$ cat config.mk
export PLATFORM = sky130hd
export DESIGN_NAME = mag_comp_seq
export DESIGN_NICKNAME = d
export VERILOG_FILES = /design/src/rtl/mag_comp_pkg.sv /design/src/rtl/mag_comp_seq_comp_digit.sv /design/src/rtl/mag_comp_seq.sv
export SDC_FILE = /design/constraint.sdc
export NUM_CORES = 1
export LEC_CHECK = 0
export ABC_AREA = 1
export CORE_AREA = 2 2 67 69
export CTS_CLUSTER_DIAMETER = 120
export DETAILED_ROUTE_END_ITERATION = 16
export DIE_AREA = 0 0 69 71
export MAX_ROUTING_LAYER = met4
export PLACE_DENSITY = 0.78
export SETUP_SLACK_MARGIN = 0.2
export SYNTH_ARGS = -nofsm -noshare
export SYNTH_HDL_FRONTEND = slang
export SYNTH_SLANG_ARGS = --single-unit
$ cat constraint.sdc
create_clock -name clk -period 2.43 [get_ports clk]
set_clock_uncertainty 0.2 [all_clocks]
set_input_delay 0.729 -clock clk [delete_from_list [all_inputs] [get_ports clk]]
set_output_delay 0.729 -clock clk [all_outputs]
set_load 0.03 [all_outputs]
$ cat src/rtl/mag_comp_pkg.sv
// -----------------------------------------------------------------------------
// mag_comp_pkg
//   Shared types for the sequential magnitude comparator.
//   - state_t : FSM state encoding (IDLE, CMP, DONE)
//   - res_t   : per-slice compare outcome (GT, EQ, LT)
//   - classify: folds the slice comparator outputs into a res_t
// -----------------------------------------------------------------------------
package mag_comp_pkg;

  typedef enum logic [1:0] {
    IDLE = 2'd0,
    CMP  = 2'd1,
    DONE = 2'd2
  } state_t;

  typedef enum logic [1:0] {
    GT = 2'd0,
    EQ = 2'd1,
    LT = 2'd2
  } res_t;

  function automatic res_t classify(input logic gt, input logic eq);
    if (gt)      return GT;
    else if (eq) return EQ;
    else         return LT;
  endfunction

endpackage

$ cat src/rtl/mag_comp_seq_comp_digit.sv
// -----------------------------------------------------------------------------
// comp_digit
//   Combinational DIGIT-bit unsigned magnitude compare.
//   Ports:
//     a, b : DIGIT-bit operand slices
//     gt   : a > b
//     eq   : a == b
//     lt   : a < b
// -----------------------------------------------------------------------------
module comp_digit #(
  parameter int DIGIT = 4
) (
  input  logic [DIGIT-1:0] a,
  input  logic [DIGIT-1:0] b,
  output logic             gt,
  output logic             eq,
  output logic             lt
);

  assign gt = (a >  b);
  assign eq = (a == b);
  assign lt = (a <  b);

endmodule

$ cat src/rtl/mag_comp_seq.sv
// -----------------------------------------------------------------------------
// mag_comp_seq
//   Multi-cycle WIDTH-bit magnitude comparator. Compares one DIGIT-bit slice
//   per cycle, most significant slice first, and stops on the first slice
//   that differs. Supports unsigned and two's-complement ordering.
//
//   Parameters:
//     WIDTH : operand width; must be a multiple of DIGIT and >= DIGIT
//     DIGIT : bits compared per cycle (NDIG = WIDTH/DIGIT slices)
//
//   Ports:
//     clk, rst_n  : clock (rising edge), asynchronous active-low reset
//     start       : request a compare (only sampled in IDLE)
//     signed_mode : 1 = two's-complement ordering, 0 = unsigned
//     a, b        : operands, captured when start is accepted
//     busy        : high while a compare is in flight (CMP and DONE)
//     done        : one-cycle pulse, flags/digits valid from this cycle
//     a_greater, a_equal, a_lesser : one-hot result, held until next start
//     digits      : number of slices examined for the last result
//
//   Handshake: start is a request that is accepted on any rising edge where
//   the FSM is IDLE; it is ignored (not queued) while busy. Acceptance
//   captures a, b and signed_mode, so later input changes have no effect.
//   Completion is signalled by a single-cycle done pulse; the result stays
//   on the flag/digits outputs until the next acceptance clears them.
// -----------------------------------------------------------------------------
module mag_comp_seq
  import mag_comp_pkg::*;
#(
  parameter int WIDTH = 16,
  parameter int DIGIT = 4
) (
  input  logic                                 clk,
  input  logic                                 rst_n,
  input  logic                                 start,
  input  logic                                 signed_mode,
  input  logic [WIDTH-1:0]                     a,
  input  logic [WIDTH-1:0]                     b,
  output logic                                 busy,
  output logic                                 done,
  output logic                                 a_greater,
  output logic                                 a_equal,
  output logic                                 a_lesser,
  output logic [$clog2(WIDTH/DIGIT):0]         digits
);

  localparam int NDIG = WIDTH / DIGIT;
  // Slice index needs at least one bit even for a single-slice compare.
  localparam int IW   = (NDIG > 1) ? $clog2(NDIG) : 1;

  localparam logic [IW-1:0]    IDX_TOP  = IW'(NDIG - 1);
  localparam logic [WIDTH-1:0] MSB_MASK = WIDTH'(1) << (WIDTH - 1);

  // FSM state; kept as a named enum so checkers can bind to it directly.
  state_t            state;
  logic [IW-1:0]     idx;
  logic [WIDTH-1:0]  a_q;
  logic [WIDTH-1:0]  b_q;

  logic [DIGIT-1:0]  a_sl;
  logic [DIGIT-1:0]  b_sl;
  logic              sl_gt;
  logic              sl_eq;
  logic              sl_lt;
  res_t              sl_res;
  logic [WIDTH-1:0]  flip;

  // Inverting the sign bit of both operands maps two's-complement order onto
  // unsigned order, so the slice datapath stays purely unsigned.
  assign flip = signed_mode ? MSB_MASK : '0;

  assign a_sl = a_q[int'(idx) * DIGIT +: DIGIT];
  assign b_sl = b_q[int'(idx) * DIGIT +: DIGIT];

  comp_digit #(
    .DIGIT (DIGIT)
  ) u_comp_digit (
    .a  (a_sl),
    .b  (b_sl),
    .gt (sl_gt),
    .eq (sl_eq),
    .lt (sl_lt)
  );

  assign sl_res = classify(sl_gt, sl_eq);

  always_ff @(posedge clk or negedge rst_n) begin
    if (!rst_n) begin
      state     <= IDLE;
      idx       <= '0;
      a_q       <= '0;
      b_q       <= '0;
      busy      <= 1'b0;
      done      <= 1'b0;
      a_greater <= 1'b0;
      a_equal   <= 1'b0;
      a_lesser  <= 1'b0;
      digits    <= '0;
    end else begin
      case (state)
        IDLE: begin
          done <= 1'b0;
          if (start) begin
            a_q       <= a ^ flip;
            b_q       <= b ^ flip;
            idx       <= IDX_TOP;
            a_greater <= 1'b0;
            a_equal   <= 1'b0;
            a_lesser  <= 1'b0;
            digits    <= '0;
            busy      <= 1'b1;
            state     <= CMP;
          end
        end

        CMP: begin
          digits <= digits + 1'b1;
          case (sl_res)
            GT: begin
              a_greater <= 1'b1;
              done      <= 1'b1;
              state     <= DONE;
            end
            LT: begin
              a_lesser <= 1'b1;
              done     <= 1'b1;
              state    <= DONE;
            end
            default: begin
              // Equal slice: decide only once the last slice matches.
              if (idx == '0) begin
                a_equal <= 1'b1;
                done    <= 1'b1;
                state   <= DONE;
              end else begin
                idx <= idx - 1'b1;
              end
            end
          endcase
        end

        DONE: begin
          done  <= 1'b0;
          busy  <= 1'b0;
          state <= IDLE;
        end

        default: begin
          done  <= 1'b0;
          busy  <= 1'b0;
          state <= IDLE;
        end
      endcase
    end
  end

endmodule

==> reports/results.txt <==
Clock power frac -> 13.3%
Nets -> 346
Worst R2R Start -> idx[0]$_DFFE_PN0P_
Leading area contributor after synthesis -> dfrtp_1
Synthesized area per cell -> 8.02 sq um
Vias in the first global route -> 1698
Synth warn -> 0
Final Hold Vio Count -> 0
Die height -> 71 um
HP Class -> in -> async
H-tree levels -> 2
CP Cell Sequence -> clkinvlp_4 > buf_4 > nor2_1 > o22ai_1 > ha_1 > nand2_2 > nor2_4 > nand2_1 > nand2_1 > nand2_1 > nand2_1
Largest net degree at the start of global routing -> 40
Worst VDD drop -> 0.000536 V
Main synth FF type -> dfrtp_1
Unrepaired setup endpoints after global routing -> no
Post-DR vias/cell -> 4.93
Largest cells by area after synthesis -> dfrtp_1 (54%), nand2_1 (21%), o21ai_0 (4.9%)
Starting Density -> 48.7%
Final ANT Viol Nets -> 0
CP Data Arrival Time -> 2.16 ns
CP required -> 2.47 ns
Clock slew at reported path FFs -> 0.08 ns
EDFF count, synth -> 0
Number of fill cells in the layout -> 376
GPL Wtd Cong -> 0.850
Total gr overflow -> 0
Reg2Reg Depth -> 11
Gr usage total -> 19.6%
I/O Buffers -> 43
Die area -> 4900 sq um
Root Driver -> clkbuf_8
Initial antenna violation count -> 0
Setup tns final -> 0 ns
Worst-path fanout max -> 7
Post-synth ARST share -> 100%
DR iter-0 viols -> 175
Ant. Diodes -> 0
PwrDens -> 1330 nW/um^2
Io pins -> 44
#FFs+latches synth -> 44
Synth top cells by count -> nand2_1 (114), dfrtp_1 (44), o21ai_0 (20)
Clk_lat worst skew -> 0.30 ns
Max_cap viols -> 0
First-pass GRT wire length -> 7.47 mm
Drc violations -> 0
Fin crit period -> 2.12 ns
Dpl hpwl -> 3.09 mm
Core Footprint -> 4200 sq um
Synth unique cells -> 20
CTS tree -> done
Crit path largest cell delay -> 0.46 ns
Sequential share of the synthesized area -> 53.8%
DRT Wirelength -> 4.55 mm
Pleak -> 1.36 nW
Netlist Area Pre-Place -> 2050 sq um
WS Path Type -> reg -> reg
DIE WIDTH -> 69 um
Post-synth top area share -> 53.8%
Worst path slowest cell -> dfrtp_2
Routed vias -> 1759
P_sw -> 1.56 mW
Layout cell share with drive strength beyond 1 -> 8.85%
Part of the power in registers -> 36.3%
CTS hold repair buffers -> 0
Total clock sinks -> 44
Maximum achievable frequency -> 471 MHz
WHS -> 0.225 ns
Worst slew margin -> 61.0%
Rows -> 24
Fin. max-slew vios -> 0
Cells after Synth -> 255
Setup violations, final -> 0
Longest Clk Path Bufs -> 2
Nature of the critical path startpoint -> register
R2R setup slack -> 0.31 ns
Outcome -> finished clean
Synth-to-layout area growth -> 30.0%
Cell Int Power -> 1.99 mW
CP Capture Type -> register
Mapped Nets -> 297
Most frequent cell after synthesis -> nand2_1
Drt pass-1 iters -> 4
Drt wl/cell -> 12.8 um
Fin crit share -> 87.4%
Part of the power in combinational logic -> 50.4%
Worst-Margin Slew -> 0.585 ns
Total CTS buffers -> 5
Top cell by count, worst path -> nand2_1
R2R Path End -> idx[0]$_DFFE_PN0P_
Sw Ratio -> 44.0%
==> worst max-delay path by stage <==
stage | startpoint | end | slack, ns | cells after the start
3_5_place_dp | idx[0]$_DFFE_PN0P_ | idx[1]$_DFFE_PN0P_ | 0.19 | 10
2_1_floorplan | idx[0]$_DFFE_PN0P_ | idx[0]$_DFFE_PN0P_ | 0.57 | 11
3_3_place_gp | start | idx[0]$_DFFE_PN0P_ | 0.28 | 6
6_report | idx[0]$_DFFE_PN0P_ | idx[0]$_DFFE_PN0P_ | 0.31 | 11
4_1_cts | idx[0]$_DFFE_PN0P_ | idx[0]$_DFFE_PN0P_ | 0.22 | 11
5_1_grt | idx[0]$_DFFE_PN0P_ | idx[1]$_DFFE_PN0P_ | 0.13 | 11
==> worst max-delay path: cells and delay by family, from the launching register on <==
family,cells,cell delay [ns]
AND/OR/NAND/NOR,7,0.64
flip-flops,1,0.46
buffers and inverters,2,0.36
adder cells (fa/ha/maj),1,0.31
AO/OA/AOI/OAI,1,0.10
==> stage by stage <==
| step | setup WS [ns] | power (mW) | cells | cell area (sq um) | util, % |
|---|---|---|---|---|---|
| final | 0.307 | 3.55 | 357 | 2660 | 63.3 |
| after global routing | 0.132 | 3.87 | 357 | 2660 | 63.3 |
| after CTS | 0.222 | 3.39 | 352 | 2610 | 62.1 |
| after detailed placement | 0.189 | 2.94 | 344 | 2530 | 60.1 |
| after global placement | 0.281 | 2.87 | 344 | 2530 | 60.1 |
| after floorplan | 0.567 | 2.44 | 255 | 2050 | - |
==> logic make-up (layout without fill, tap and decap cells) <==
family          after synthesis  in the layout  share of synthesized area, %
xor+xnor                      2              2                         0.856
mux                           1              1                         0.489
compound gates               35             35                          8.87
flops                        44             44                          53.8
fa+ha+maj                     6              6                          3.67
simple gates                141            141                          26.7
buf+inv                      26             76                          5.63
==> sequential cells by signal, indices dropped and copies added, names as in the netlist <==
signal / count
a_lesser: 1
a_greater: 1
busy: 1
a_q: 16
state: 2
idx: 2
a_equal: 1
done: 1
b_q: 16
digits: 3
==> placed cells by master, fill, tap and decap left out <==
cell,Yosys,routed
dfrtp_1,44,43
nand2_1,114,113
a21oi_1,7,7
o21ai_1,3,7
mux2i_1,1,1
clkinv_1,1,1
clkinvlp_4,0,2
clkbuf_8,0,6
dlygate4sd2_1,0,8
dfrtp_2,0,1
buf_2,8,1
o22ai_1,4,4
inv_2,3,3
nor2_4,0,1
a31oi_1,1,1
xnor2_1,2,2
nand3_1,6,6
nor2_1,19,19
buf_4,2,8
nand2_2,0,1
ha_1,6,6
clkdlybuf4s50_1,0,34
o21ai_0,20,16
buf_12,0,1
nand3_2,1,1
clkinv_2,0,2
inv_1,11,10
==> power groups by stage <==
stage          logic, mW  clock network [mW]  registers [mW]
3_5_place_dp        1.65                   0            1.29
4_1_cts             1.63               0.479            1.28
3_3_place_gp        1.59                   0            1.28
6_report            1.79               0.472            1.29
2_1_floorplan       1.13                   0            1.31
5_1_grt             2.04               0.509            1.32
==> per-layer routing <==
metal	up-vias	routed length [um]	global-route usage, %
li1	898	-	-
met1	792	1930	24.1
met2	62	2220	31.7
met3	7	331	4.70
met4	0	74	7.41
met5	-	0	-
==> timing repair <==
item | 4_1_cts | 5_1_grt
gates cloned | 0 | 1
endpoints found under the setup margin | 10 | 6
gates resized for setup | 9 | 8
buffers inserted | 0 | 4
pin swaps | 0 | 1
==> layout make-up <==
class / instances / area [sq um] / area share, %
clock buffer: 6 / 82.6 / 3.10
timing repair inverter: 1 / 7.51 / 0.282
timing repair buffer: 52 / 495 / 18.6
clock inverter: 2 / 10.0 / 0.376
multi-input combinational: 185 / 837 / 31.5
inverter: 15 / 60.1 / 2.26
tap: 52 / 65.1 / 2.45
sequential: 44 / 1100 / 41.4
No activity file was read; power rests on OpenSTA's default activity.
